## src/rtl/ysyx_23060332_lsu_pkg.sv

```systemverilog
// Shared encodings for the load/store unit: funct3 codes, error codes,
// FSM states, the latched request and the default legal address window.
package ysyx_23060332_lsu_pkg;

  localparam logic [2:0] F3_B  = 3'b000;
  localparam logic [2:0] F3_H  = 3'b001;
  localparam logic [2:0] F3_W  = 3'b010;
  localparam logic [2:0] F3_BU = 3'b100;
  localparam logic [2:0] F3_HU = 3'b101;

  localparam logic [1:0] ERR_NONE     = 2'd0;
  localparam logic [1:0] ERR_MISALIGN = 2'd1;
  localparam logic [1:0] ERR_FAULT    = 2'd2;

  localparam logic [31:0] LSU_BASE  = 32'h8000_0000;
  localparam logic [31:0] LSU_LIMIT = 32'h87ff_ffff;

  typedef enum logic [1:0] {S_IDLE, S_WAIT, S_RESP} lsu_state_e;

  typedef struct packed {
    logic        is_store;
    logic [2:0]  funct3;
    logic [31:0] addr;
    logic [31:0] wdata;
    logic [4:0]  rd;
  } lsu_req_t;

  // Unknown funct3 encodings (including unsigned stores) share the misaligned code.
  function automatic logic misaligned(input logic is_store, input logic [2:0] f3,
                                      input logic [1:0] a);
    logic m;
    case (f3)
      F3_B:    m = 1'b0;
      F3_BU:   m = is_store;
      F3_H:    m = a[0];
      F3_HU:   m = is_store | a[0];
      F3_W:    m = (a != 2'b00);
      default: m = 1'b1;
    endcase
    return m;
  endfunction

endpackage

```

## src/rtl/ysyx_23060332_lsu_align.sv

```systemverilog
// Byte-lane steering: store mask/data shift by the low address bits and
// load-result sign/zero extension. Purely combinational.
module ysyx_23060332_lsu_align
  import ysyx_23060332_lsu_pkg::*;
(
  input  logic [2:0]  funct3,
  input  logic [1:0]  addr_lo,
  input  logic [31:0] wdata,
  input  logic [31:0] rdata,
  output logic [7:0]  wmask,
  output logic [31:0] wdata_sh,
  output logic [31:0] rdata_ext
);

  logic [3:0] base, lanes;

  always_comb begin
    case (funct3[1:0])
      2'b00:   base = 4'b0001;
      2'b01:   base = 4'b0011;
      default: base = 4'b1111;
    endcase
    lanes    = base << addr_lo;
    wmask    = {4'b0000, lanes};
    wdata_sh = wdata << {addr_lo, 3'b000};
  end

  // Memory already realigns read data, so extension always starts at bit 0.
  always_comb begin
    case (funct3)
      F3_B:    rdata_ext = {{24{rdata[7]}}, rdata[7:0]};
      F3_BU:   rdata_ext = {24'h0, rdata[7:0]};
      F3_H:    rdata_ext = {{16{rdata[15]}}, rdata[15:0]};
      F3_HU:   rdata_ext = {16'h0, rdata[15:0]};
      default: rdata_ext = rdata;
    endcase
  end

endmodule

```

## src/rtl/ysyx_23060332_lsu.sv

```systemverilog
// Load/store unit: EXU handshake in, SRAM-latency wait counter, memory
// strobes, access trapping, and a held result toward WBU.
module ysyx_23060332_lsu
  import ysyx_23060332_lsu_pkg::*;
#(
  parameter int          LAT   = 1,
  parameter logic [31:0] BASE  = LSU_BASE,
  parameter logic [31:0] LIMIT = LSU_LIMIT
) (
  input  logic        clk,
  input  logic        rst_n,
  input  logic        in_valid,
  output logic        in_ready,
  input  logic        in_is_store,
  input  logic [2:0]  in_funct3,
  input  logic [31:0] in_addr,
  input  logic [31:0] in_wdata,
  input  logic [4:0]  in_rd,
  output logic        mem_ren,
  output logic [31:0] mem_raddr,
  input  logic [31:0] mem_rdata,
  output logic        mem_wen,
  output logic [31:0] mem_waddr,
  output logic [31:0] mem_wdata,
  output logic [7:0]  mem_wmask,
  output logic        out_valid,
  input  logic        out_ready,
  output logic [31:0] out_rdata,
  output logic [4:0]  out_rd,
  output logic [1:0]  out_err
);

  localparam logic [3:0] LAT_M1 = 4'(LAT - 1);

  lsu_state_e  state, state_nx;
  lsu_req_t    req;
  logic [3:0]  cnt;
  logic        accept, last;
  logic [1:0]  acc_err;
  logic [7:0]  wmask;
  logic [31:0] wdata_sh, rdata_ext;

  assign in_ready  = (state == S_IDLE);
  assign out_valid = (state == S_RESP);
  assign accept    = in_valid && in_ready;
  assign last      = (state == S_WAIT) && (cnt == 4'd0);

  // Alignment is judged before the range check, so it wins when both apply.
  assign acc_err = misaligned(in_is_store, in_funct3, in_addr[1:0]) ? ERR_MISALIGN :
                   ((in_addr < BASE) || (in_addr > LIMIT))          ? ERR_FAULT    :
                                                                      ERR_NONE;

  ysyx_23060332_lsu_align u_align (
    .funct3    (req.funct3),
    .addr_lo   (req.addr[1:0]),
    .wdata     (req.wdata),
    .rdata     (mem_rdata),
    .wmask     (wmask),
    .wdata_sh  (wdata_sh),
    .rdata_ext (rdata_ext)
  );

  always_comb begin
    state_nx  = state;
    mem_ren   = 1'b0;
    mem_raddr = 32'h0;
    mem_wen   = 1'b0;
    mem_waddr = 32'h0;
    mem_wdata = 32'h0;
    mem_wmask = 8'h0;
    case (state)
      S_IDLE: if (accept) state_nx = (acc_err != ERR_NONE) ? S_RESP : S_WAIT;
      S_WAIT: begin
        if (req.is_store) begin
          mem_waddr = {req.addr[31:2], 2'b00};
          // Single write pulse on the final wait cycle only.
          if (last) begin
            mem_wen   = 1'b1;
            mem_wdata = wdata_sh;
            mem_wmask = wmask;
          end
        end else begin
          mem_ren   = 1'b1;
          mem_raddr = req.addr;
        end
        if (last) state_nx = S_RESP;
      end
      S_RESP: if (out_ready) state_nx = S_IDLE;
      default: state_nx = S_IDLE;
    endcase
  end

  always_ff @(posedge clk or negedge rst_n) begin
    if (!rst_n) begin
      state     <= S_IDLE;
      req       <= '0;
      cnt       <= 4'd0;
      out_rdata <= 32'h0;
      out_rd    <= 5'd0;
      out_err   <= ERR_NONE;
    end else begin
      state <= state_nx;
      if (accept) begin
        req       <= '{is_store: in_is_store, funct3: in_funct3, addr: in_addr,
                       wdata: in_wdata, rd: in_rd};
        cnt       <= LAT_M1;
        out_rdata <= 32'h0;
        out_rd    <= 5'd0;
        out_err   <= acc_err;
      end else if (state == S_WAIT) begin
        if (cnt != 4'd0) begin
          cnt <= cnt - 4'd1;
        end else if (!req.is_store) begin
          out_rdata <= rdata_ext;
          out_rd    <= req.rd;
        end
      end
    end
  end

endmodule
```

## config.mk

```make
export PLATFORM = sky130hd
export DESIGN_NAME = ysyx_23060332_lsu
export DESIGN_NICKNAME = d
export VERILOG_FILES = /design/src/rtl/ysyx_23060332_lsu_pkg.sv /design/src/rtl/ysyx_23060332_lsu_align.sv /design/src/rtl/ysyx_23060332_lsu.sv
export SDC_FILE = /design/constraint.sdc
export NUM_CORES = 1
export LEC_CHECK = 0
export CAP_MARGIN = 20
export CORE_AREA = 4 4 125 127
export CTS_CLUSTER_SIZE = 28
export DETAILED_ROUTE_END_ITERATION = 6
export DIE_AREA = 0 0 129 131
export GPL_TIMING_DRIVEN = 0
export PLACE_DENSITY = 0.8
export SYNTH_ARGS = -nofsm -noshare
export SYNTH_HDL_FRONTEND = slang
export SYNTH_SLANG_ARGS = --single-unit
```

## constraint.sdc

```tcl
create_clock -name clk -period 2.41 [get_ports clk]
set_input_delay 0.482 -clock clk [delete_from_list [all_inputs] [get_ports clk]]
set_output_delay 0.482 -clock clk [all_outputs]
set_load 0.01 [all_outputs]
```

==> results of run 1 <==
-- cells by family after synthesis --
logic type,after synthesis,synth area share
and+or+nand+nor,390,0.298
AOI/OAI and AO/OA,118,0.122
buffers and inverters,64,0.0595
muxes,20,0.0330
DFF,118,0.484
other,1,0.000615
adders and majority gates,1,0.00205
-- worst paths after layout --
kind | from | end | slack (ns) | cells past startpoint
max in group asynchronous | rst_n | out_rdata[29] | 1.15 | 3
min | req[30] | req[30] | 0.47 | 2
max | cnt[0] | mem_wdata[2] | -0.24 | 8
min in group asynchronous | rst_n | req[18] | 0.54 | 2
max reg2reg | cnt[0] | out_rdata[9] | 0.35 | 7
min reg2reg | req[30] | req[30] | 0.47 | 2
-- Yosys cell counts, drive strengths merged, types with 2 or more instances --
cell type	instances	area, um2
a221oi	2	17.5
o21ai	16	80.1
or3b	3	28.8
nand3	13	65.1
nor3	2	10.0
clkbuf	24	90.1
nor2	19	71.3
a21oi	54	270
nand2	249	937
mux2i	19	190
buf	36	245
or2	9	56.3
inv	3	11.3
nor3b	2	25.0
dfrtp	118	2950
a211oi	41	328
nor2b	11	68.8
and2	70	438
nor4b	3	47.5
-- timing repair --
action | CTS | global route
hold endpoints to repair | 34 | 0
resized for setup | 344 | 123
gates cloned | 6 | 1
pin swaps | 11 | 7
setup endpoints to repair | 100 | 73
hold buffers | 1 | 0
setup buffers | 30 | 12
-- worst max-delay path, cell delays in order, from the launching register on --
cell and delay [ns]:
dfrtp_1 0.39, inv_2 0.07, ha_4 0.14, or3b_4 0.41
nor4b_4 0.23, buf_4 0.17, buf_6 0.11, and2_4 0.14
buf_6 0.09
-- sequential cells by signal (all words and copies together), names as in the netlist --
signal	cells
out_err	2
state	2
out_rd	5
req	73
out_rdata	32
cnt	4
-- power breakdown --
group          switching [W]  leakage [nW]  internal [W]  total, W
Combinational       0.000901          2.95      0.000680   0.00158
Clock               0.000888         0.313       0.00180   0.00269
Sequential          0.000353          1.52       0.00235   0.00270
Total                0.00214          4.79       0.00483   0.00697
-- cell type report --
| type | instances | area [um2] | area share |
|---|---|---|---|
| multi-input cells | 537 | 3100 | 0.311 |
| flip-flops and latches | 118 | 2950 | 0.296 |
| repair buffers | 295 | 2620 | 0.262 |
| clock buffers | 22 | 474 | 0.0475 |
| plain buffers | 56 | 432 | 0.0432 |
| well taps | 184 | 230 | 0.0231 |
| clock inverters | 10 | 150 | 0.0150 |
| inverters | 4 | 27.5 | 0.00276 |
-- metrics by stage --
stage          total power [W]  instances  setup slack, ns  hold WS [ns]  cell area, um2
2_1_floorplan          0.00342        717            0.250         0.186            6120
3_3_place_gp           0.00401       1150            -3.86         0.451            8840
3_5_place_dp           0.00406       1151           -0.534         0.400            8870
4_1_cts                0.00687       1217           -0.294         0.474            9830
5_1_grt                0.00729       1226           -0.314         0.490            9980
6_report               0.00697       1226           -0.235         0.473            9980
-- per-layer routing --
layer / vias up / track usage
met5: - / 0
met4: 0 / 0.0982
met3: 52 / 0.0772
met1: 3001 / 0.305
met2: 299 / 0.433
li1: 2964 / -
==> reports/qor.yml, run 1 <==
status: "finished with violations"
violations: "setup timing"
fin_setup_tns_ns: -1.99
rsz0062_at_grt: "yes"
grt_pass1_wl_mm: 33.3
final_nets: 1139
final_cell_mix: "nand2_1 (248), clkdlybuf4s50_1 (148), dfrtp_1 (118)"
vias: 6316
min_period_ns: 2.65
globalplace.congestion: 0.934
drt_first_iter_violations: 382
setup_viol: 19
wl_mm: 22.2
grt_max_degree: 85
ant_nets: 0
path_clk_slew_ns: 0.05
cts_made_buffers: 17
tightest_slew_ns: 0.816
cts_tree: "yes"
fmax_ghz: 0.378
setup_ws_ns: -0.235
top_layer_used: "met4"
fin_crit_sh: 1.10
power.density_cell_area_nw_per_um2: 698
clock_skew_ns: 0.00736
relSlewSlack: 0.455
cp.required_ns: 1.93
antenna_cells: 0
track_usage: 0.255
hold_class: "flop to flop"
synth-seq-cells: 118
drc: 0
cts.path.max_buffers: 2
via_per_inst: 5.15
layout-drive-gt1-share: 0.259
ys_warn_count: 0
grt-ovfl-total: 0
io_pins: 256
antenna_found_initial: 0
final_util: 0.692
irDropWorstVdd_v: 0.000492
crit_type: "flop to output port"
leakage_nw: 4.79
core-area_um2: 14400
hold_viol: 0
avgSynthCellArea_um2: 8.57
final_common_cell: "nand2_1"
wl_met2_mm: 11.1
synthFlopType: "dfrtp_1"
hpwl_mm: 15.2
dieArea_um2: 16900
start_kind: "flop"
synthArstFlopShare: 1.00
slew_viol_final: 0
crit_fanout: 4
cts.sinks: 118
start_util: 0.423
netlist_area_um2: 6100
htreeDepth: 4
drt-met1-wl_mm: 8.71
route.met3.wl_mm: 1.76
clk-insertion-delay-late_ns: 0.41
timing.max_cap.violations: 0
num_rows: 44
synth_cell_types: 46
drt_pass1_iterations: 5
die_w_um: 129
fill_cells: 1150
area_delta_synth_final_pct: 63.7
die_h_um: 131
synth_edf_count: 0
port_buffers: 249
wl_per_cell_um: 18.1
cp-end-kind: "output port"
root_buffer: "clkbuf_16"
synth_cells: 712
grt_pass1_vias: 6342
arrival_ns: 2.16
ys_seq_area_frac: 0.484
No activity file was read; power rests on OpenSTA's default activity.
==> inputs of run 2 (changes only) <==
SKIP_CTS_REPAIR_TIMING = 1   (was unset)
==> run 2 against run 1 <==
Effect of this change:
- the flow still finishes with violations (setup timing)
- non-clock buffer count shrank 18
- combinational power shrank 5%
- critical path depth is the same
- clock skew grew 0.0020 ns
- sequential power is essentially flat
- worst hold slack is essentially flat
- total power shrank 1.2%
- flip-flop and latch count is the same
- via count shrank 2.4%
==> reports/qor.yml, run 2 (synthesized netlist as in run 1, its figures left out) <==
status: "finished with violations"  # unchanged
violations: "setup timing"  # unchanged
hold_class: "flop to flop"  # unchanged
path_clk_slew_ns: 0.05  # about the same
rsz0062_at_grt: "yes"  # unchanged
grt-ovfl-total: 0  # unchanged
layout-drive-gt1-share: 0.212  # was 0.259
wl_per_cell_um: 17.6  # was 18.1 um
slowest_stage: "dfrtp_1"  # was or3b_4
vias: 6165  # was 6316
drc: 0  # unchanged
setup_viol: 11  # was 19
fmax_ghz: 0.371  # was 0.378 GHz
final_common_cell: "nand2_1"  # unchanged
htreeDepth: 4  # unchanged
cp.required_ns: 1.93  # about the same
globalplace.congestion: 0.934  # unchanged
final_util: 0.683  # was 0.692
regMostFlops: "req"  # unchanged
core-area_um2: 14400  # unchanged
grt_pass1_wl_mm: 31.8  # was 33.3 mm
largest_reg_flops: 73  # unchanged
reg.largest.list: "req x73, out_rdata x32, out_rd x5"  # unchanged
via_per_inst: 5.11  # was 5.15
antenna_cells: 0  # unchanged
relSlewSlack: 0.476  # was 0.455
track_usage: 0.242  # was 0.255
clock_skew_ns: 0.00935  # was 0.00736 ns
clk-insertion-delay-late_ns: 0.41  # about the same
wl_mm: 21.3  # was 22.2 mm
die_h_um: 131  # unchanged
post-place-ws_ns: -0.534  # unchanged
start_kind: "flop"  # unchanged
irDropWorstVdd_v: 0.000499  # was 0.000492 V
crit_chain: "inv_2, ha_4, or3b_4, nor4b_4, buf_6, buf_6, and2_4, buf_6"  # was inv_2, ha_4, or3b_4, nor4b_4, buf_4, buf_6, and2_4, buf_6
crit_fanout: 6  # was 4
grt_max_degree: 85  # unchanged
num_rows: 44  # unchanged
cts.sinks: 118  # unchanged
cts.path.max_buffers: 2  # unchanged
die_w_um: 129  # unchanged
port_buffers: 249  # unchanged
cp_common_cell: "buf_6"  # unchanged
hold_viol: 0  # unchanged
setup_ws_ns: -0.287  # was -0.235 ns
cts_made_buffers: 17  # unchanged
start_util: 0.423  # unchanged
drt_pass1_iterations: 5  # unchanged
timing.max_cap.violations: 0  # unchanged
power.density_cell_area_nw_per_um2: 699  # was 698 nW/um2
crit_type: "flop to output port"  # unchanged
cp-end-kind: "output port"  # unchanged
arrival_ns: 2.22  # was 2.16 ns
critPathBufInv: 4  # unchanged
grt_pass1_vias: 6086  # was 6342
power.total_w: 0.00689  # was 0.00697 W
io_pins: 256  # unchanged
ant_nets: 0  # unchanged
cp_slowest_stage_delay_ns: 0.41  # about the same
min_period_ns: 2.70  # was 2.65 ns
fin_crit_sh: 1.12  # was 1.10
hpwl_mm: 15.2  # unchanged
crit_family: "simple AND/OR/NAND/NOR gates"  # unchanged
leakage_nw: 5.31  # was 4.79 nW
tightest_slew_ns: 0.784  # was 0.816 ns
final_nets: 1120  # was 1139
slew_viol_final: 0  # unchanged
antenna_found_initial: 0  # unchanged
root_buffer: "clkbuf_16"  # unchanged
area_delta_synth_final_pct: 61.6  # was 63.7%
dieArea_um2: 16900  # unchanged
cts_tree: "yes"  # unchanged
final_cell_mix: "nand2_1 (248), clkdlybuf4s50_1 (148), dfrtp_1 (118)"  # unchanged
drt_first_iter_violations: 314  # was 382
## run 2: worst reg2reg max path, stage by stage, from the launching register on
cell and delay (ns):
dfrtp_1 0.37, buf_6 0.13, buf_4 0.14, nor3b_2 0.38, buf_2 0.36, clkbuf_1 0.41, a21oi_1 0.09
## run 2: power by group
group          switching (W)  leakage [nW]  internal [W]
clock network       0.000885         0.313       0.00180
logic               0.000831          3.47      0.000670
registers           0.000348          1.52       0.00235
total                0.00206          5.31       0.00482
## run 2: cell type report
cell class | instances | area [um2]
plain buffers | 58 | 430
clock buffers | 22 | 474
fillers | 1175 | 4570
clock inverters | 10 | 150
multi-input cells | 536 | 3000
well taps | 184 | 230
flip-flops and latches | 118 | 2950
inverters | 4 | 27.5
repair buffers | 275 | 2590
## run 2: path summary, 6_finish.rpt
kind | from | to | slack, ns | cells past startpoint
worst max-delay path | cnt[0] | mem_wdata[4] | -0.29 | 8
worst max register to register | state[0] | out_rd[2] | 0.39 | 6
max in group asynchronous | rst_n | cnt[0] | 1.15 | 3
worst min register to register | req[30] | req[30] | 0.47 | 2
min in group asynchronous | rst_n | req[18] | 0.54 | 2
worst min-delay path | req[30] | req[30] | 0.47 | 2
## run 2: stage by stage
step           setup TNS, ns  instances  hold WS (ns)  area [um2]
6_report               -2.12       1207         0.472        9860
5_1_grt                -3.27       1207         0.492        9860
4_1_cts               -71.74       1183       -0.0363        9490
3_5_place_dp          -26.50       1151         0.400        8870
3_3_place_gp         -479.25       1150         0.451        8840
2_1_floorplan              0        717         0.186        6120
## run 2: metal layers
layer	up-vias	GRT usage	wire length, um
li1	2928	-	-
met1	2912	0.289	8440
met2	282	0.412	10500
met3	43	0.0760	1820
met4	0	0.0920	504
met5	-	0	0
